==> config.mk <==
export PLATFORM = sky130hd
export DESIGN_NAME = mem_xfer_ctrl
export DESIGN_NICKNAME = d
export VERILOG_FILES = /design/src/rtl/mem_xfer_ctrl.sv
export SDC_FILE = /design/constraint.sdc
export NUM_CORES = 1
export LEC_CHECK = 0
export CAP_MARGIN = 20
export CORE_UTILIZATION = 49
export CTS_CLUSTER_SIZE = 40
export DETAILED_ROUTE_END_ITERATION = 7
export PLACE_DENSITY = 0.84
export RECOVER_POWER = 25
export SETUP_SLACK_MARGIN = 0.2
export SLEW_MARGIN = 0
export SYNTH_ARGS = -nofsm -noshare
export SYNTH_HDL_FRONTEND = slang
export SYNTH_SLANG_ARGS = --single-unit
==> constraint.sdc <==
create_clock -name clk -period 2.6 [get_ports clk]
set_input_delay 0.39 -clock clk [delete_from_list [all_inputs] [get_ports clk]]
set_output_delay 0.39 -clock clk [all_outputs]
set_load 0.03 [all_outputs]
==> src/rtl/mem_xfer_ctrl.sv <==
// Buffer load/save transfer engine between external memory and the on-chip buffer.
// Optional cycle counter output xfer_cycles is enabled by defining MEM_XFER_PERF_CNT_EN.
module mem_xfer_ctrl #(
    parameter int DW     = 16,
    parameter int BUF_AW = 16
) (
    input  logic              clk,
    input  logic              rst,
    input  logic              start_load,
    input  logic              start_save,
    input  logic              abort,
    input  logic [31:0]       load_mem_addr,
    input  logic [31:0]       load_words,
    input  logic [BUF_AW-1:0] load_buf_addr,
    input  logic [31:0]       save_mem_addr,
    input  logic [31:0]       save_words,
    input  logic [BUF_AW-1:0] save_buf_addr,
    output logic              busy,
    output logic              buffer_loaded,
    output logic              buffer_saved,
    output logic              mem_rd_req,
    output logic [31:0]       mem_rd_addr,
    input  logic              mem_rd_gnt,
    input  logic              mem_rd_valid,
    input  logic [DW-1:0]     mem_rd_data,
    output logic              mem_wr_req,
    output logic [31:0]       mem_wr_addr,
    output logic [DW-1:0]     mem_wr_data,
    input  logic              mem_wr_gnt,
    output logic              buf_wr_en,
    output logic [BUF_AW-1:0] buf_wr_addr,
    output logic [DW-1:0]     buf_wr_data,
    output logic              buf_rd_en,
    output logic [BUF_AW-1:0] buf_rd_addr,
    input  logic [DW-1:0]     buf_rd_data
`ifdef MEM_XFER_PERF_CNT_EN
    ,
    output logic [31:0]       xfer_cycles
`endif
);

    typedef enum logic [2:0] {
        IDLE,
        LD_REQ,
        LD_DATA,
        LD_WR,
        SV_RD,
        SV_CAP,
        SV_REQ,
        DONE
    } state_t;

    state_t            state;
    logic              is_load;
    logic [31:0]       mem_addr_q;
    logic [BUF_AW-1:0] buf_addr_q;
    logic [31:0]       remaining;

    // Outputs are registered and set on the transition into the state that owns them.
    always_ff @(posedge clk) begin
        if (rst) begin
            state         <= IDLE;
            is_load       <= 1'b0;
            mem_addr_q    <= '0;
            buf_addr_q    <= '0;
            remaining     <= '0;
            busy          <= 1'b0;
            buffer_loaded <= 1'b0;
            buffer_saved  <= 1'b0;
            mem_rd_req    <= 1'b0;
            mem_rd_addr   <= '0;
            mem_wr_req    <= 1'b0;
            mem_wr_addr   <= '0;
            mem_wr_data   <= '0;
            buf_wr_en     <= 1'b0;
            buf_wr_addr   <= '0;
            buf_wr_data   <= '0;
            buf_rd_en     <= 1'b0;
            buf_rd_addr   <= '0;
        end else begin
            buf_wr_en <= 1'b0;
            buf_rd_en <= 1'b0;
            if (abort && state != IDLE) begin
                // Abort beats a same-cycle grant: nothing advances and no flag is set.
                state      <= IDLE;
                busy       <= 1'b0;
                mem_rd_req <= 1'b0;
                mem_wr_req <= 1'b0;
            end else begin
                case (state)
                    IDLE: begin
                        if (start_load) begin
                            is_load       <= 1'b1;
                            buffer_loaded <= 1'b0;
                            busy          <= 1'b1;
                            mem_addr_q    <= load_mem_addr;
                            buf_addr_q    <= load_buf_addr;
                            remaining     <= load_words;
                            if (load_words == 32'd0) begin
                                state <= DONE;
                            end else begin
                                state       <= LD_REQ;
                                mem_rd_req  <= 1'b1;
                                mem_rd_addr <= load_mem_addr;
                            end
                        end else if (start_save) begin
                            is_load      <= 1'b0;
                            buffer_saved <= 1'b0;
                            busy         <= 1'b1;
                            mem_addr_q   <= save_mem_addr;
                            buf_addr_q   <= save_buf_addr;
                            remaining    <= save_words;
                            if (save_words == 32'd0) begin
                                state <= DONE;
                            end else begin
                                state       <= SV_RD;
                                buf_rd_en   <= 1'b1;
                                buf_rd_addr <= save_buf_addr;
                            end
                        end
                    end
                    LD_REQ: begin
                        if (mem_rd_gnt) begin
                            mem_rd_req <= 1'b0;
                            state      <= LD_DATA;
                        end
                    end
                    LD_DATA: begin
                        if (mem_rd_valid) begin
                            buf_wr_en   <= 1'b1;
                            buf_wr_addr <= buf_addr_q;
                            buf_wr_data <= mem_rd_data;
                            state       <= LD_WR;
                        end
                    end
                    LD_WR: begin
                        mem_addr_q <= mem_addr_q + 32'd1;
                        buf_addr_q <= buf_addr_q + BUF_AW'(1);
                        remaining  <= remaining - 32'd1;
                        if (remaining == 32'd1) begin
                            state <= DONE;
                        end else begin
                            state       <= LD_REQ;
                            mem_rd_req  <= 1'b1;
                            mem_rd_addr <= mem_addr_q + 32'd1;
                        end
                    end
                    SV_RD: begin
                        state <= SV_CAP;
                    end
                    SV_CAP: begin
                        mem_wr_req  <= 1'b1;
                        mem_wr_addr <= mem_addr_q;
                        mem_wr_data <= buf_rd_data;
                        state       <= SV_REQ;
                    end
                    SV_REQ: begin
                        if (mem_wr_gnt) begin
                            mem_wr_req <= 1'b0;
                            mem_addr_q <= mem_addr_q + 32'd1;
                            buf_addr_q <= buf_addr_q + BUF_AW'(1);
                            remaining  <= remaining - 32'd1;
                            if (remaining == 32'd1) begin
                                state <= DONE;
                            end else begin
                                state       <= SV_RD;
                                buf_rd_en   <= 1'b1;
                                buf_rd_addr <= buf_addr_q + BUF_AW'(1);
                            end
                        end
                    end
                    DONE: begin
                        state <= IDLE;
                        busy  <= 1'b0;
                        if (is_load) begin
                            buffer_loaded <= 1'b1;
                        end else begin
                            buffer_saved <= 1'b1;
                        end
                    end
                    default: begin
                        state      <= IDLE;
                        busy       <= 1'b0;
                        mem_rd_req <= 1'b0;
                        mem_wr_req <= 1'b0;
                    end
                endcase
            end
        end
    end

`ifdef MEM_XFER_PERF_CNT_EN
    // Saturating busy-cycle counter, restarted by every accepted start.
    always_ff @(posedge clk) begin
        if (rst) begin
            xfer_cycles <= '0;
        end else if (state == IDLE && (start_load || start_save)) begin
            xfer_cycles <= '0;
        end else if (busy && xfer_cycles != 32'hFFFF_FFFF) begin
            xfer_cycles <= xfer_cycles + 32'd1;
        end
    end
`endif

endmodule

Word-level counts from Yosys, hierarchy flattened --
Index checks and enable logic that the tools add are counted.
Word-level totals: register bits after elaboration 219, input port bits 200, logic and storage cells 127
Cells by class: add/sub/neg operators 3, eq/ne operators 21, mux-type cells 57, bitwise logic cells 2, reduce and logical (&&, ||, !) cells 26
Operators with widths (number):
- 32-bit 2-to-1 mux | 9
- 32-bit case mux with 3 select lines | 2
- 16-bit 2-to-1 mux | 8
- 32-bit logical NOT | 2
- 32-bit case mux with 2 select lines | 1
- 16-bit case mux with 3 select lines | 1
- 32-bit by 1-bit adder with 32-bit output (second input constant) | 1
- 32-bit by 1-bit equality test with 1-bit output (second input constant) | 1
- 16-bit case mux with 2 select lines | 1
- 32-bit by 1-bit subtractor with 32-bit output (second input constant) | 1
- 2-bit != test (second input constant) | 12
- 3-bit case mux with 8 select lines | 1
- 3-bit 2-to-1 mux | 7
- 1-bit 2-to-1 mux | 19
- 16-bit by 1-bit adder with 16-bit output (second input constant) | 1
- 5-bit AND reduction | 3
- 3-bit equality test (second input constant) | 4
- 4-bit AND reduction | 3
- 1-bit case mux with 2 select lines | 5
- 2-bit nonzero test | 5
- 3-bit nonzero test | 3
- 7-bit AND reduction | 1
- 3-bit by 2-bit equality test with 1-bit output (second input constant) | 2
- 2-bit AND reduction | 3
- 10 further kinds | 13

Logic depth before layout (Yosys ltp) --
depth in word-level cells 5, gate-level depth with buffers 10

Least setup slack after synthesis --
OpenSTA, ideal clock, no wires.
path kind input to register, start input start_load, end register remaining[8], library setup time 0.128 ns, arrival time 1.970 ns, required time 2.472 ns, setup slack 0.502 ns, stages on the path 9, buffers on the path 3, cell sequence clkbuf_1 > nor2_1 > o32a_1 > o22ai_1 > clkbuf_1 > clkbuf_1 > o21ai_0 > a32oi_1 > nor2_1
Between the ends: cells in the longest elaborated chain, start to end 2
RTL lines:
- start: declaration | line 9 | input logic start_load,
- 3-bit != test (no source line) or 32-bit 2-to-1 mux (tied branches)
- 4-bit AND reduction (no source line) or 32-bit case mux with 3 select lines (tied branches)
- end signal: assignment | line 98 | remaining <= load_words;
- end signal: assignment | line 112 | remaining <= save_words;
- end signal: assignment | line 139 | remaining <= remaining - 32'd1;
- end: declaration | line 57 | logic [31:0] remaining;
Parallel ways exist; a longest one is shown, timed or not. A chain may end at the register's enable or synchronous reset.

Final worst setup path --
start register state[1], end register mem_rd_addr[2]
Between the ends: cells in the longest elaborated chain, start to end 4
RTL lines:
- start: declaration | line 53 | state_t state;
- start signal: assignment | line 62 | state <= IDLE;
- start signal: assignment | line 85 | state <= IDLE;
- start signal: assignment | line 100 | state <= DONE;
- branches (longest 4 deep; another with 5-bit AND reduction)
- end signal: assignment | line 104 | mem_rd_addr <= load_mem_addr;
- end signal: assignment | line 145 | mem_rd_addr <= mem_addr_q + 32'd1;
- end: declaration | line 22 | output logic [31:0] mem_rd_addr,
Several ways; the timed one is not identified.

==> reports/qor.txt <==
layout net count: 2,067
reg2reg start: state[1]
final slew viol count: 0
n_diodes: 0
CP max stage cell: dfxtp_1
top cells by area, synth: dfxtp_1 37%, nand2_1 8.8%, a21oi_1 7.9%
Max-slew headroom: 0.526
clk slew on worst S/H paths: 60 ps
total power draw: 16.8 mW
input/output buffers: 334
hold_buf cts: 0
largest net degree at the start of global routing: 116
worst slew pin tran: 711 ps
Mean Syn Cell Area: 7.59 sq um
main combinational cell family by area after synthesis: simple AND/OR/NAND/NOR gates
main flop type after synthesis: dfxtp_1
Mapped Area: 0.0120 sq mm
number of flops mapped to enable cells by yosys: 0
synth warn: 0
Hold Path Depth: 3
FILL cells: 1,829
count leader, synth: nand2_1
drt drc: 0
WL final: 41,300 microns
CTS max path bufs: 3
status: finished clean
Yosys top cell area share: 0.366
Hold Path Origin: start_load
Worst Path Required: 3010 ps
Cell variety after synth: 71
FMAX: 432 MHz
Post-synth top cells: 281 x nand2_1, 219 x dfxtp_1, 189 x a21oi_1
IO Pins: 335
total track usage: 0.319
Initial Util: 0.504
number of global-route vias before repair: 12,068
Final Hold Viols: 0
fin crit period: 2320 ps
Worst R2R Path Depth: 8
CTS tree: yes
asr flop ratio synth: 0
via count: 13,148
PwrDens: 1010 mW/mm^2
mux cell area share after synthesis: 0.0715
Antenna Violating Nets Remaining: 0
Endpoint, Worst Hold: is_load
RSZ-0062 raised after global routing: true
most frequent CP cell: buf_12
Synth Area in XOR/XNOR: 0.0329
Worst setup EP type: flop
area grow syn2layout: 39.1%
VDD IR max: 0.746 mV
type of the tightest min-delay check: primary input to flop
critical path class: flop to flop
P_leak: 6.17 nW
Setup Viol. Count Final: 0
internal reg-to-reg setup slack: 280 ps
dpl cells: 2,156
Final GP Congestion: 0.972
1st-iter DRT viols: 1,296
simple-gate share of the synthesized area: 0.253
Final period util: 0.891
post-synthesis compound-gate area fraction: 0.221
Post-CTS Setup Inserts: 0
Avg Vias per Cell: 5.98
critical path launch point type: flop
Mapped Cells: 1,578
post-layout util: 0.701
Die Span X: 158 microns
CP max FO: 14
first-pass GRT wire length: 63,700 microns
register bit total from synthesis: 219
DP HPWL: 29,100 microns
CTS root buf: clkbuf_16
Cell Chain, Critical Path: buf_4 -> nand2_1 -> nor2_1 -> o21ai_1 -> a211o_2 -> buf_12 -> buf_12 -> o41ai_1
register area share after synthesis: 0.366
max-cap violations: 0
final std cells w/o fill: 2,199
multi-input logic area: 0.00703 sq mm
WP data arrival: 2730 ps
syn_nets: 1,782
Crit Reg-Reg Endpoint: mem_rd_addr[2]
largest area contributor in the netlist: dfxtp_1
DRT Pass-1 Iters: 5
global route overflow: 0
share of post-route cells with drive strength above 1: 0.0771
area share of fa/ha/maj cells after synthesis: 0.00418
CTS sink count: 219
CP max stage delay: 530 ps
core area: 0.0238 sq mm
CTS Buf Count: 24
drt wl/cell: 18.8 microns
Core Rows: 56
Worst-Skew Late Latency: 530 ps
Die ar.: 0.0251 sq mm
clock skew: 19.2 ps
die height: 158 microns
initial antenna violation count: 1
Storage cell area: 0.00439 sq mm
H-tree level count: 1
[cells in the final DEF, fill, tap and decap left out, types with 15 or more instances in the layout]
master	count
nor2_1	129
o211ai_1	15
nor4_1	36
clkdlybuf4s50_1	286
xor2_1	16
nand4_1	19
dfxtp_1	218
o21ai_0	107
xnor2_1	29
a211o_1	23
nor3_1	43
clkbuf_16	25
a21oi_1	189
dlygate4sd3_1	46
mux2i_1	81
nand2_1	280
buf_4	52
nand3_1	47
[flip-flops by register name, summed over array words and instances, names as in the netlist]
register	flops
buf_addr_q	16
buf_rd_addr	16
buf_rd_en	1
buf_wr_addr	16
buf_wr_data	16
buf_wr_en	1
buffer_loaded	1
buffer_saved	1
busy	1
is_load	1
mem_addr_q	32
mem_rd_addr	32
mem_rd_req	1
mem_wr_addr	32
mem_wr_data	16
mem_wr_req	1
remaining	32
state	3
[worst max-delay path: cells and delay by family, from the launching register on]
kind,cells,cell delay [ps]
buffers and inverters,3,540
flip-flops,1,530
AND/OR/NAND/NOR,2,290
AO/OA/AOI/OAI,3,850
[cells by family after synthesis]
logic type,count (synthesis)
mux,85
flops,219
compound gates,442
simple gates,632
xor+xnor,45
fa+ha+maj,4
buf+inv,151
[what timing repair did]
item,CTS,global route
resized for setup,0,5
endpoints found under the hold margin,0,0
endpoints found under the setup margin,0,16
[how the worst max path moves through the flow]
stage                        start              end  slack, ps
global placement    save_words[10]   buf_rd_addr[6]         30
CTS                 mem_addr_q[15]  mem_rd_addr[28]        270
floorplan               start_load     remaining[8]        500
detailed placement  save_words[10]   buf_rd_addr[2]         -6
global route              state[1]   mem_rd_addr[2]        100
finish                    state[1]   mem_rd_addr[2]        280
[report_power, final]
part,internal (mW),switching [mW]
sequential,4.21,0.942
clock,2.19,1.42
combinational,3.24,4.77
total,9.64,7.13
[layout make-up]
class,instances,area share
Multi-Input combinational cell,1208,0.422
Sequential cell,219,0.263
Timing Repair Buffer,398,0.238
Clock buffer,34,0.0426
Tap cell,319,0.0240
Clock inverter,9,0.00721
Inverter,12,0.00270
[through the flow]
stage	TNS, ps	hold WS [ps]	area [sq um]	setup slack, ps
2_1_floorplan	0	450	12000	502
3_3_place_gp	0	440	15800	25.4
3_5_place_dp	-6.35	446	15800	-6.35
4_1_cts	0	310	16700	266
5_1_grt	0	349	16700	96.5
6_report	0	320	16700	284
[layer usage]
layer,part of all wire,routed length (microns),vias to the layer above,global-route usage
li1,-,-,6194,-
met1,0.39,16300,6121,0.404
met2,0.47,19500,710,0.529
met3,0.090,3740,121,0.0525
met4,0.044,1800,2,0.147
met5,0.00031,13,-,0
(Power assumes the default switching activity.)
